==> config.mk <==
export PLATFORM = sky130hd
export DESIGN_NAME = meter_core_param
export DESIGN_NICKNAME = d
export VERILOG_FILES = /design/src/rtl/meter_core_param.sv
export SDC_FILE = /design/constraint.sdc
export NUM_CORES = 1
export LEC_CHECK = 0
export CORE_AREA = 2 2 164 166
export CTS_CLUSTER_SIZE = 14
export DETAILED_ROUTE_END_ITERATION = 10
export DIE_AREA = 0 0 166 168
export PLACE_DENSITY_LB_ADDON = 0.25
export SLEW_MARGIN = 10
export SYNTH_ARGS = -nofsm -noshare
export SYNTH_HDL_FRONTEND = slang
export SYNTH_SLANG_ARGS = --single-unit
==> constraint.sdc <==
create_clock -name CLK -period 17.9 [get_ports CLK]
set_input_delay 3.58 -clock CLK [delete_from_list [all_inputs] [get_ports CLK]]
set_output_delay 3.58 -clock CLK [all_outputs]
set_load 0.03 [all_outputs]
==> src/rtl/meter_core_param.sv <==
// meter_core_param: keypad-driven payment meter with entry, countdown,
// top-up during countdown, idle power-down and a fixed-length alarm pulse.
module meter_core_param #(
    parameter int W            = 20,
    parameter int MAX_MONEY    = 20,
    parameter int RATE         = 2,
    parameter int TICK_DIV     = 10000,
    parameter int IDLE_TIMEOUT = 100000,
    parameter int ALARM_CYCLES = 200000
) (
    input  logic         CLK,
    input  logic         Reset,
    input  logic         NoShut,
    input  logic [3:0]   ReadFromKeyBoard,
    output logic [W-1:0] TimeLeft,
    output logic [W-1:0] Money,
    output logic         Light,
    output logic         Play,
    output logic [2:0]   Mode
);

    typedef enum logic [2:0] {
        S_OFF   = 3'd0,
        S_IDLE  = 3'd1,
        S_ENTRY = 3'd2,
        S_COUNT = 3'd3,
        S_TOPUP = 3'd4,
        S_ALARM = 3'd5
    } state_t;

    localparam int TW = $clog2(TICK_DIV + 1);
    localparam int IW = $clog2(IDLE_TIMEOUT + 1);
    localparam int AW = $clog2(ALARM_CYCLES + 1);

    localparam logic [W-1:0]  MAX_W      = W'(MAX_MONEY);
    localparam logic [W-1:0]  RATE_W     = W'(RATE);
    localparam logic [W-1:0]  TMAX_W     = W'(MAX_MONEY * RATE);
    localparam logic [W-1:0]  TEN_W      = W'(10);
    localparam logic [TW-1:0] TICK_LAST  = TW'(TICK_DIV - 1);
    localparam logic [IW-1:0] IDLE_LAST  = IW'(IDLE_TIMEOUT - 1);
    localparam logic [AW-1:0] ALARM_LAST = AW'(ALARM_CYCLES - 1);

    state_t        state_q, state_d;
    logic          prev_q;
    logic [W-1:0]  money_q, money_d;
    logic [W-1:0]  add_q, add_d;
    logic [W-1:0]  time_q, time_d;
    logic [TW-1:0] tick_q, tick_d;
    logic [IW-1:0] idle_q, idle_d;
    logic [AW-1:0] alarm_q, alarm_d;
    logic [W-1:0]  disp_q;
    logic          light_q, play_q;

    logic          key_ev, is_digit, wrap;
    logic [3:0]    key;
    logic [W-1:0]  ed, t_dec, add_rate, topped;
    logic [W:0]    sum_w;

    // Digit append saturates before the write; backspace drops the last digit.
    function automatic logic [W-1:0] edit(input logic [W-1:0] v, input logic [3:0] k);
        logic [W-1:0] n;
        n = v;
        if (k <= 4'd9) begin
            n = v * TEN_W + W'(k);
            if (n > MAX_W) n = MAX_W;
        end else if (k == 4'd10) begin
            n = v / TEN_W;
        end
        return n;
    endfunction

    assign key      = ReadFromKeyBoard;
    assign key_ev   = prev_q & ~NoShut;
    assign is_digit = (key <= 4'd9);
    assign wrap     = (tick_q == TICK_LAST);
    assign ed       = edit((state_q == S_TOPUP) ? add_q : money_q, key);
    // Tick decrement is applied first, then the top-up, then the clamp.
    assign t_dec    = wrap ? time_q - 1'b1 : time_q;
    assign add_rate = add_q * RATE_W;
    assign sum_w    = {1'b0, t_dec} + {1'b0, add_rate};
    assign topped   = (sum_w > {1'b0, TMAX_W}) ? TMAX_W : sum_w[W-1:0];

    // Next-state and datapath updates; power-off and counter clears override last.
    always_comb begin
        state_d = state_q;
        money_d = money_q;
        add_d   = add_q;
        time_d  = time_q;
        tick_d  = tick_q;
        idle_d  = idle_q;
        alarm_d = alarm_q;
        case (state_q)
            S_OFF: begin
                if (key_ev && key == 4'd11) state_d = S_IDLE;
            end
            S_IDLE: begin
                if (key_ev) begin
                    idle_d = '0;
                    if (is_digit) begin
                        money_d = ed;
                        time_d  = ed * RATE_W;
                        state_d = S_ENTRY;
                    end
                end else if (idle_q == IDLE_LAST) begin
                    state_d = S_OFF;
                end else begin
                    idle_d = idle_q + 1'b1;
                end
            end
            S_ENTRY: begin
                if (key_ev) begin
                    idle_d = '0;
                    if (is_digit || key == 4'd10) begin
                        money_d = ed;
                        time_d  = ed * RATE_W;
                    end else if (key == 4'd12) begin
                        money_d = '0;
                        time_d  = '0;
                        state_d = S_IDLE;
                    end else if (key == 4'd13 && money_q != '0) begin
                        state_d = S_COUNT;
                    end
                end else if (idle_q == IDLE_LAST) begin
                    money_d = '0;
                    time_d  = '0;
                    state_d = S_IDLE;
                end else begin
                    idle_d = idle_q + 1'b1;
                end
            end
            S_COUNT: begin
                tick_d = wrap ? '0 : tick_q + 1'b1;
                time_d = t_dec;
                if (wrap && t_dec == '0) begin
                    money_d = '0;
                    state_d = S_ALARM;
                end else if (key_ev && key == 4'd14) begin
                    add_d   = '0;
                    state_d = S_TOPUP;
                end
            end
            S_TOPUP: begin
                tick_d = wrap ? '0 : tick_q + 1'b1;
                time_d = (key_ev && key == 4'd13) ? topped : t_dec;
                if (wrap && time_d == '0) begin
                    money_d = '0;
                    add_d   = '0;
                    state_d = S_ALARM;
                end else if (key_ev) begin
                    if (is_digit || key == 4'd10) begin
                        add_d = ed;
                    end else if (key == 4'd12 || key == 4'd13) begin
                        add_d   = '0;
                        state_d = S_COUNT;
                    end
                end
            end
            S_ALARM: begin
                if (alarm_q == ALARM_LAST) state_d = S_IDLE;
                else                       alarm_d = alarm_q + 1'b1;
            end
            default: state_d = S_OFF;
        endcase

        if (state_q != S_OFF && key_ev && key == 4'd15) begin
            state_d = S_OFF;
            money_d = '0;
            add_d   = '0;
            time_d  = '0;
        end

        // Counters restart on every state change; the tick keeps running
        // between COUNT and TOPUP so the countdown is unaffected by top-up.
        if (state_d != state_q) begin
            idle_d  = '0;
            alarm_d = '0;
        end
        if (!((state_d == S_COUNT || state_d == S_TOPUP) &&
              (state_q == S_COUNT || state_q == S_TOPUP)))
            tick_d = '0;
    end

    // State, datapath and registered outputs.
    always_ff @(posedge CLK) begin
        if (Reset) begin
            state_q <= S_OFF;
            prev_q  <= 1'b0;
            money_q <= '0;
            add_q   <= '0;
            time_q  <= '0;
            tick_q  <= '0;
            idle_q  <= '0;
            alarm_q <= '0;
            disp_q  <= '0;
            light_q <= 1'b0;
            play_q  <= 1'b0;
        end else begin
            state_q <= state_d;
            prev_q  <= NoShut;
            money_q <= money_d;
            add_q   <= add_d;
            time_q  <= time_d;
            tick_q  <= tick_d;
            idle_q  <= idle_d;
            alarm_q <= alarm_d;
            disp_q  <= (state_d == S_TOPUP) ? add_d : money_d;
            light_q <= (state_d != S_OFF);
            play_q  <= (state_d == S_ALARM);
        end
    end

    assign TimeLeft = time_q;
    assign Money    = disp_q;
    assign Light    = light_q;
    assign Play     = play_q;
    assign Mode     = state_q;

endmodule

==> flow_results.xml, run 1 <==
<?xml version="1.0" encoding="UTF-8"?>
<metrics>
  <group name="outcome">
    <metric name="run_status" unit="">complete, no violations</metric>
  </group>
  <group name="global_route">
    <metric name="overflow" unit="">0</metric>
    <metric name="grtUsageTotal" unit="">0.257</metric>
    <metric name="via_count_of_the_first_global_routing_pass" unit="">11400</metric>
    <metric name="grt_max_degree" unit="">45</metric>
    <metric name="grt_pass1_wl" unit="mm">58.9</metric>
    <metric name="number_of_antenna_violations_at_the_first_check_in_global_routing" unit="">1</metric>
  </group>
  <group name="power_and_ir_drop">
    <metric name="power.share.combinational" unit="">0.033</metric>
    <metric name="cellInternalPower" unit="µW">494</metric>
    <metric name="switching_share_of_power" unit="">0.265</metric>
    <metric name="power.ir.vdd_worst" unit="mV">0.0555</metric>
    <metric name="p_switching" unit="µW">178</metric>
    <metric name="power_density" unit="nW/µm²">51.9</metric>
    <metric name="leakagePower" unit="µW">0.00522</metric>
    <metric name="power.share.clock" unit="">0.520</metric>
    <metric name="seq_power_share" unit="">0.448</metric>
  </group>
  <group name="timing">
    <metric name="setup_repair_after_global_routing_missed_its_margin" unit="">no</metric>
    <metric name="final.setup_skew" unit="ns">0.0199</metric>
    <metric name="layout_worst_path_cycle_share" unit="">0.491</metric>
    <metric name="layout_setup_ws" unit="ns">9.11</metric>
    <metric name="timing.final.max_slew_violations" unit="">0</metric>
    <metric name="final-hold-violation-count" unit="">0</metric>
    <metric name="worst_slew_pin_slew" unit="ns">1.01</metric>
    <metric name="timing.max_slew.rel_slack" unit="">0.307</metric>
    <metric name="setup-violations-final" unit="">0</metric>
    <metric name="finalWorstPathRequiredPeriod" unit="ns">8.79</metric>
    <metric name="totalNegativeSetupSlack" unit="ns">0</metric>
    <metric name="max_clock_freq" unit="GHz">0.114</metric>
  </group>
  <group name="floorplanning">
    <metric name="chipHeight" unit="µm">168</metric>
    <metric name="ios" unit="">52</metric>
    <metric name="die_x" unit="µm">166</metric>
    <metric name="die-area" unit="µm²">27900</metric>
    <metric name="initial_util" unit="">0.442</metric>
    <metric name="rows" unit="">60</metric>
    <metric name="placeableCoreArea" unit="µm²">26400</metric>
  </group>
  <group name="cts">
    <metric name="clock_insertion_delay_worst_skew" unit="ns">0.44</metric>
    <metric name="cts_sinks" unit="">135</metric>
    <metric name="cts_hold_buf" unit="">0</metric>
    <metric name="cts_buffer_depth" unit="">2</metric>
    <metric name="cts_made_buffers" unit="">17</metric>
    <metric name="cts_htree_levels" unit="">4</metric>
    <metric name="cts.reportedPaths.clkPinSlew" unit="ns">0.07</metric>
    <metric name="postcts_setup_bufs" unit="">0</metric>
    <metric name="clk_root_buffer_cell" unit="">sky130_fd_sc_hd__clkbuf_16</metric>
    <metric name="clock_tree_from_tritoncts" unit="">yes</metric>
    <metric name="cts_resized" unit="">0</metric>
  </group>
  <group name="synthesis">
    <metric name="synth_top_area_frac" unit="">0.232</metric>
    <metric name="synth_flop_cell" unit="">sky130_fd_sc_hd__dfxtp_1</metric>
    <metric name="proportion_of_register_bits_with_asynchronous_set_or_reset_after_synthesis" unit="">0</metric>
    <metric name="synthesis.area" unit="µm²">11700</metric>
    <metric name="synth-seq-area-share" unit="">0.232</metric>
    <metric name="netlist_top_cells_count" unit="">sky130_fd_sc_hd__nor2_1, sky130_fd_sc_hd__dfxtp_1, sky130_fd_sc_hd__nand2_1</metric>
    <metric name="synth.net_count" unit="">1625</metric>
    <metric name="yosys-mux-area-fraction" unit="">0.0322</metric>
    <metric name="synth_top_cell_by_area" unit="">sky130_fd_sc_hd__dfxtp_1</metric>
    <metric name="synth_top_family_by_area" unit="">compound AO/OA/AOI/OAI gates</metric>
    <metric name="synthSimpleGateAreaFrac" unit="">0.267</metric>
    <metric name="count_of_mapped_cells_out_of_synthesis" unit="">1556</metric>
    <metric name="yosys.area_share.xor_xnor" unit="">0.0751</metric>
    <metric name="edff_count_synth" unit="">0</metric>
    <metric name="synthDistinctLibCells" unit="">114</metric>
    <metric name="yosys-top-cells-area" unit="">sky130_fd_sc_hd__dfxtp_1, sky130_fd_sc_hd__nor2_1, sky130_fd_sc_hd__ha_1</metric>
    <metric name="synth_compound_area_frac" unit="">0.274</metric>
    <metric name="yosys.area_share.adder" unit="">0.0702</metric>
    <metric name="yosysMostFrequentCell" unit="">sky130_fd_sc_hd__nor2_1</metric>
    <metric name="number_of_synthesized_register_bits" unit="">135</metric>
    <metric name="yosys_warnings" unit="">0</metric>
    <metric name="synthesis.area_per_instance" unit="µm²">7.49</metric>
  </group>
  <group name="critical_path">
    <metric name="timing.critical_path.from_type" unit="">flip-flop</metric>
    <metric name="type_of_the_worst_setup_path" unit="">reg -&gt; reg</metric>
    <metric name="rr_worst_depth" unit="">27</metric>
    <metric name="critical_path_required" unit="ns">18.19</metric>
    <metric name="crit_path_max_fanout" unit="">44</metric>
    <metric name="critical_path.max_stage_delay" unit="ns">0.71</metric>
    <metric name="critical_path.slowest_cell" unit="">sky130_fd_sc_hd__dfxtp_1</metric>
    <metric name="worstSetupEndpointType" unit="">flip-flop</metric>
    <metric name="cp_data_arrival_time" unit="ns">9.08</metric>
  </group>
  <group name="route">
    <metric name="vias_per_cell" unit="">6.31</metric>
    <metric name="num_vias" unit="">12100</metric>
    <metric name="detail_route.wirelength" unit="mm">36.9</metric>
    <metric name="drt_drc_violations_left" unit="">0</metric>
    <metric name="detail-route-antenna-nets" unit="">0</metric>
    <metric name="post_drt_wl_per_cell" unit="µm">19.2</metric>
    <metric name="drt_first_iter_violations" unit="">1434</metric>
    <metric name="drt_first_pass_iters" unit="">6</metric>
  </group>
  <group name="final_layout">
    <metric name="syn2layout_area_growth" unit="%">11.2</metric>
    <metric name="finalNetCount" unit="">1633</metric>
    <metric name="post_route_cells_drive_above_1_share" unit="">0.0640</metric>
    <metric name="nFillCells" unit="">2583</metric>
  </group>
  <group name="placed_design">
    <metric name="port-buffer-count" unit="">51</metric>
    <metric name="routabilityCongestion" unit="">0.959</metric>
    <metric name="dp_slack" unit="ns">9.34</metric>
    <metric name="dpl.hpwl" unit="mm">27.2</metric>
  </group>
  <group name="min_path">
    <metric name="min_path_type" unit="">reg -&gt; reg</metric>
    <metric name="timing.hold.worst_path_depth" unit="">1</metric>
  </group>
  <group name="flow_run">
    <metric name="drv.max_cap_violation_count" unit="">0</metric>
  </group>
</metrics>
registers in the layout, summed over array words and instances, names as in the netlist:
signal / flops
Light: 1
Mode: 3
Money: 20
Play: 1
TimeLeft: 20
add_q: 20
alarm_q: 18
idle_q: 17
money_q: 20
prev_q: 1
tick_q: 14
cells by family after synthesis:
family | count (synthesis)
AND/OR/NAND/NOR | 629
AO/OA/AOI/OAI | 455
buffers and inverters | 140
flip-flops | 135
XOR/XNOR | 99
adder cells (fa/ha/maj) | 64
multiplexers | 34
power groups by stage:
stage	sequential [µW]	combinational, µW	clock (µW)
2_1_floorplan	308	12.8	0
4_1_cts	301	21.4	354
3_3_place_gp	308	21.4	0
6_report	301	22.0	350
3_5_place_dp	308	21.4	0
5_1_grt	301	23.5	367
routing by layer:
metal,track usage,wire (µm),up-vias
met2,0.411,16500,528
met3,0.0522,2660,109
met4,0.115,1470,0
met1,0.335,16300,5702
li1,-,-,5773
met5,0,0,-
path summary, 6_finish.rpt:
check / from / endpoint / slack, ns
worst min register to register: tick_q[0] / tick_q[0] / 0.45
worst min-delay path: tick_q[0] / tick_q[0] / 0.45
worst max register to register: Mode[0] / TimeLeft[1] / 9.11
worst max-delay path: Mode[0] / TimeLeft[1] / 9.11
critical path: cells and delay by family, from the launching register on:
kind | cells | cell delay, ns
AO/OA/AOI/OAI | 15 | 4.15
AND/OR/NAND/NOR | 9 | 2.42
buffers and inverters | 1 | 0.51
multiplexers | 1 | 0.58
flip-flops | 1 | 0.71
adder cells (fa/ha/maj) | 1 | 0.24
through the flow:
stage	std cells	area, µm²	hold slack [ns]	utilization	total power, µW
2_1_floorplan	1556	11700	0.426	-	321
3_3_place_gp	1886	12400	0.438	0.470	329
3_5_place_dp	1886	12400	0.444	0.470	329
4_1_cts	1918	13000	0.460	0.492	676
5_1_grt	1918	13000	0.487	0.492	691
6_report	1920	13000	0.452	0.492	673
cell usage in the layout (no fill, tap or decap), types with 25 or more instances in the layout:
cell type and instances:
sky130_fd_sc_hd__a21oi_1 123, sky130_fd_sc_hd__and3_1 25, sky130_fd_sc_hd__clkdlybuf4s50_1 51, sky130_fd_sc_hd__dfxtp_1 135, sky130_fd_sc_hd__ha_1 59, sky130_fd_sc_hd__inv_1 53, sky130_fd_sc_hd__mux2i_1 27, sky130_fd_sc_hd__nand2_1 129
sky130_fd_sc_hd__nand3_1 56, sky130_fd_sc_hd__nand4_1 36, sky130_fd_sc_hd__nor2_1 197, sky130_fd_sc_hd__nor3_1 49, sky130_fd_sc_hd__nor4_1 26, sky130_fd_sc_hd__o21ai_0 82, sky130_fd_sc_hd__xnor2_1 46, sky130_fd_sc_hd__xor2_1 52
final cells by class:
cell class | count | area [µm²] | share of cell area
well taps | 341 | 427 | 0.0329
repair buffers | 69 | 646 | 0.0498
inverters | 60 | 225 | 0.0174
multi-input cells | 1281 | 8390 | 0.647
clock inverters | 14 | 128 | 0.00985
flip-flops and latches | 135 | 2700 | 0.208
clock buffers | 18 | 439 | 0.0339
diodes | 2 | 5.00 | 0.000386
No activity file was read; power rests on OpenSTA's default activity.
==> inputs of run 2 (changes only) <==
==> constraint.sdc (replaced) <==
create_clock -name CLK -period 7.1 [get_ports CLK]
set_input_delay 1.42 -clock CLK [delete_from_list [all_inputs] [get_ports CLK]]
set_output_delay 1.42 -clock CLK [all_outputs]
set_load 0.03 [all_outputs]
==> flow_results.xml, run 2 (synthesis gave the netlist of run 1 again) <==
<?xml version="1.0" encoding="UTF-8"?>
<metrics>
  <group name="timing">
    <metric name="finalWorstPathRequiredPeriod" unit="ns">6.97</metric>
    <metric name="setup_repair_after_global_routing_missed_its_margin" unit="">yes</metric>
    <metric name="layout_worst_path_cycle_share" unit="">0.982</metric>
    <metric name="layout_setup_ws" unit="ns">0.130</metric>
    <metric name="timing.final.max_slew_violations" unit="">0</metric>
    <metric name="worst_slew_pin_slew" unit="ns">1.15</metric>
    <metric name="final-hold-violation-count" unit="">0</metric>
    <metric name="setup-violations-final" unit="">0</metric>
    <metric name="timing.max_slew.rel_slack" unit="">0.230</metric>
    <metric name="worst_slack_on_hold_paths" unit="ns">0.456</metric>
    <metric name="final.setup_skew" unit="ns">0.0142</metric>
    <metric name="max_clock_freq" unit="GHz">0.143</metric>
  </group>
  <group name="global_route">
    <metric name="overflow" unit="">0</metric>
    <metric name="grt_max_degree" unit="">29</metric>
    <metric name="grtUsageTotal" unit="">0.271</metric>
    <metric name="via_count_of_the_first_global_routing_pass" unit="">11800</metric>
    <metric name="number_of_antenna_violations_at_the_first_check_in_global_routing" unit="">1</metric>
    <metric name="grt_pass1_wl" unit="mm">61.9</metric>
  </group>
  <group name="min_path">
    <metric name="timing.hold.worst_endpoint" unit="">tick_q[0]</metric>
    <metric name="startpoint_of_the_tightest_hold_check_path" unit="">tick_q[0]</metric>
    <metric name="min_path_type" unit="">reg -&gt; reg</metric>
    <metric name="timing.hold.worst_path_depth" unit="">1</metric>
  </group>
  <group name="cts">
    <metric name="cts_htree_levels" unit="">4</metric>
    <metric name="cts_buffer_depth" unit="">2</metric>
    <metric name="clock_insertion_delay_worst_skew" unit="ns">0.45</metric>
    <metric name="cts_made_buffers" unit="">17</metric>
    <metric name="clk_root_buffer_cell" unit="">sky130_fd_sc_hd__clkbuf_16</metric>
    <metric name="cts.reportedPaths.clkPinSlew" unit="ns">0.07</metric>
    <metric name="clock_tree_from_tritoncts" unit="">yes</metric>
    <metric name="cts_hold_buf" unit="">0</metric>
    <metric name="cts_sinks" unit="">135</metric>
  </group>
  <group name="final_layout">
    <metric name="syn2layout_area_growth" unit="%">25.0</metric>
    <metric name="layout_commonest_cell" unit="">sky130_fd_sc_hd__nor2_1</metric>
    <metric name="final_cell_mix" unit="">sky130_fd_sc_hd__nor2_1, sky130_fd_sc_hd__buf_4, sky130_fd_sc_hd__dfxtp_1</metric>
    <metric name="final_area" unit="µm²">14600</metric>
    <metric name="post_route_core_utilization" unit="">0.553</metric>
    <metric name="finalNetCount" unit="">1792</metric>
    <metric name="nFillCells" unit="">2472</metric>
    <metric name="post_route_cells_drive_above_1_share" unit="">0.178</metric>
    <metric name="finish.cell_count_without_fillers" unit="">2078</metric>
  </group>
  <group name="critical_path">
    <metric name="rr_worst_depth" unit="">30</metric>
    <metric name="cpLargestDelayFamily" unit="">compound AO/OA/AOI/OAI gates</metric>
    <metric name="timing.rr.end" unit="">Money[0]</metric>
    <metric name="crit_path_max_fanout" unit="">10</metric>
    <metric name="type_of_the_worst_setup_path" unit="">reg -&gt; reg</metric>
    <metric name="r2r_slack" unit="ns">0.13</metric>
    <metric name="critical_path_required" unit="ns">7.47</metric>
    <metric name="startpoint" unit="">Mode[0]</metric>
    <metric name="critical_path.slowest_cell" unit="">sky130_fd_sc_hd__o41a_1</metric>
    <metric name="worstSetupEndpointType" unit="">flip-flop</metric>
    <metric name="cp_data_arrival_time" unit="ns">7.34</metric>
    <metric name="worstPathBufferInverterCount" unit="">5</metric>
    <metric name="timing.critical_path.from_type" unit="">flip-flop</metric>
    <metric name="critical_path.max_stage_delay" unit="ns">0.53</metric>
    <metric name="crit-reg2reg-launch" unit="">Mode[0]</metric>
  </group>
  <group name="placed_design">
    <metric name="port-buffer-count" unit="">51</metric>
    <metric name="place.detailed.instances" unit="">2024</metric>
    <metric name="postPlaceCellArea" unit="µm²">13500</metric>
    <metric name="dpl.hpwl" unit="mm">29.5</metric>
    <metric name="routabilityCongestion" unit="">1.03</metric>
    <metric name="dp_slack" unit="ns">-0.109</metric>
  </group>
  <group name="route">
    <metric name="detail_route.wirelength" unit="mm">40.1</metric>
    <metric name="drt_drc_violations_left" unit="">0</metric>
    <metric name="num_vias" unit="">12900</metric>
    <metric name="drt_first_pass_iters" unit="">6</metric>
    <metric name="drt_first_iter_violations" unit="">1445</metric>
    <metric name="post_drt_wl_per_cell" unit="µm">19.3</metric>
    <metric name="vias_per_cell" unit="">6.22</metric>
    <metric name="detail-route-antenna-nets" unit="">0</metric>
  </group>
  <group name="outcome">
    <metric name="run_status" unit="">complete, no violations</metric>
  </group>
  <group name="flow_run">
    <metric name="drv.max_cap_violation_count" unit="">0</metric>
  </group>
  <group name="floorplanning">
    <metric name="chipHeight" unit="µm">168</metric>
    <metric name="initial_util" unit="">0.442</metric>
    <metric name="rows" unit="">60</metric>
    <metric name="die-area" unit="µm²">27900</metric>
    <metric name="die_x" unit="µm">166</metric>
    <metric name="placeableCoreArea" unit="µm²">26400</metric>
    <metric name="ios" unit="">52</metric>
  </group>
  <group name="power_and_ir_drop">
    <metric name="power.ir.vdd_worst" unit="mV">0.129</metric>
    <metric name="power_density" unit="nW/µm²">116</metric>
    <metric name="leakagePower" unit="µW">0.00607</metric>
  </group>
</metrics>
run 2: final cells by class:
cell class              count  area [µm²]  area share
diodes                      1        2.50    0.000172
inverters                  60         229      0.0157
clock inverters            15         131     0.00902
multi-input cells        1282        8730       0.599
clock buffers              17         425      0.0292
flip-flops and latches    135        2710       0.186
repair buffers            227        1920       0.132
well taps                 341         427      0.0293
run 2: repair_timing:
item                       in CTS  in global routing
gates cloned                    0                  2
pin swaps                       0                 31
buffers inserted                0                 19
resized for setup               5                 77
setup endpoints to repair       5                 44
run 2: worst max path at each step:
stage / end / slack, ns / cells past startpoint
floorplan: Money[0] / 0.04 / 29
global placement: TimeLeft[1] / -0.08 / 29
detailed placement: TimeLeft[1] / -0.11 / 29
CTS: TimeLeft[1] / 0.0001 / 29
global route: Money[0] / -0.16 / 27
finish: Money[0] / 0.13 / 30
run 2: metrics by stage:
| step | setup TNS, ns | total power [µW] |
|---|---|---|
| floorplan | 0 | 809 |
| global placement | -0.190 | 831 |
| detailed placement | -0.363 | 831 |
| CTS | 0 | 1680 |
| global route | -0.664 | 1720 |
| finish | 0 | 1690 |
run 2: worst reg2reg max path, delay by kind of cell, from the launching register on:
| family | cells | cell delay (ns) |
|---|---|---|
| DFF | 1 | 0.31 |
| AOI/OAI and AO/OA | 14 | 3.22 |
| buffers and inverters | 5 | 0.68 |
| adders and majority gates | 1 | 0.19 |
| muxes | 1 | 0.17 |
| and+or+nand+nor | 9 | 2.31 |
run 2: per-layer routing:
layer / track usage / up-vias / routed length, µm
li1: - / 6098 / -
met1: 0.357 / 6106 / 16900
met2: 0.448 / 599 / 18800
met3: 0.0458 / 114 / 3030
met4: 0.101 / 0 / 1320
met5: 0 / - / 0
run 2: where the power goes:
group | switching, µW | total [µW] | internal (µW) | leakage (µW)
Combinational | 41.2 | 58.3 | 17.1 | 0.00471
Sequential | 1.01 | 759 | 758 | 0.00109
Clock | 409 | 869 | 460 | 0.000267
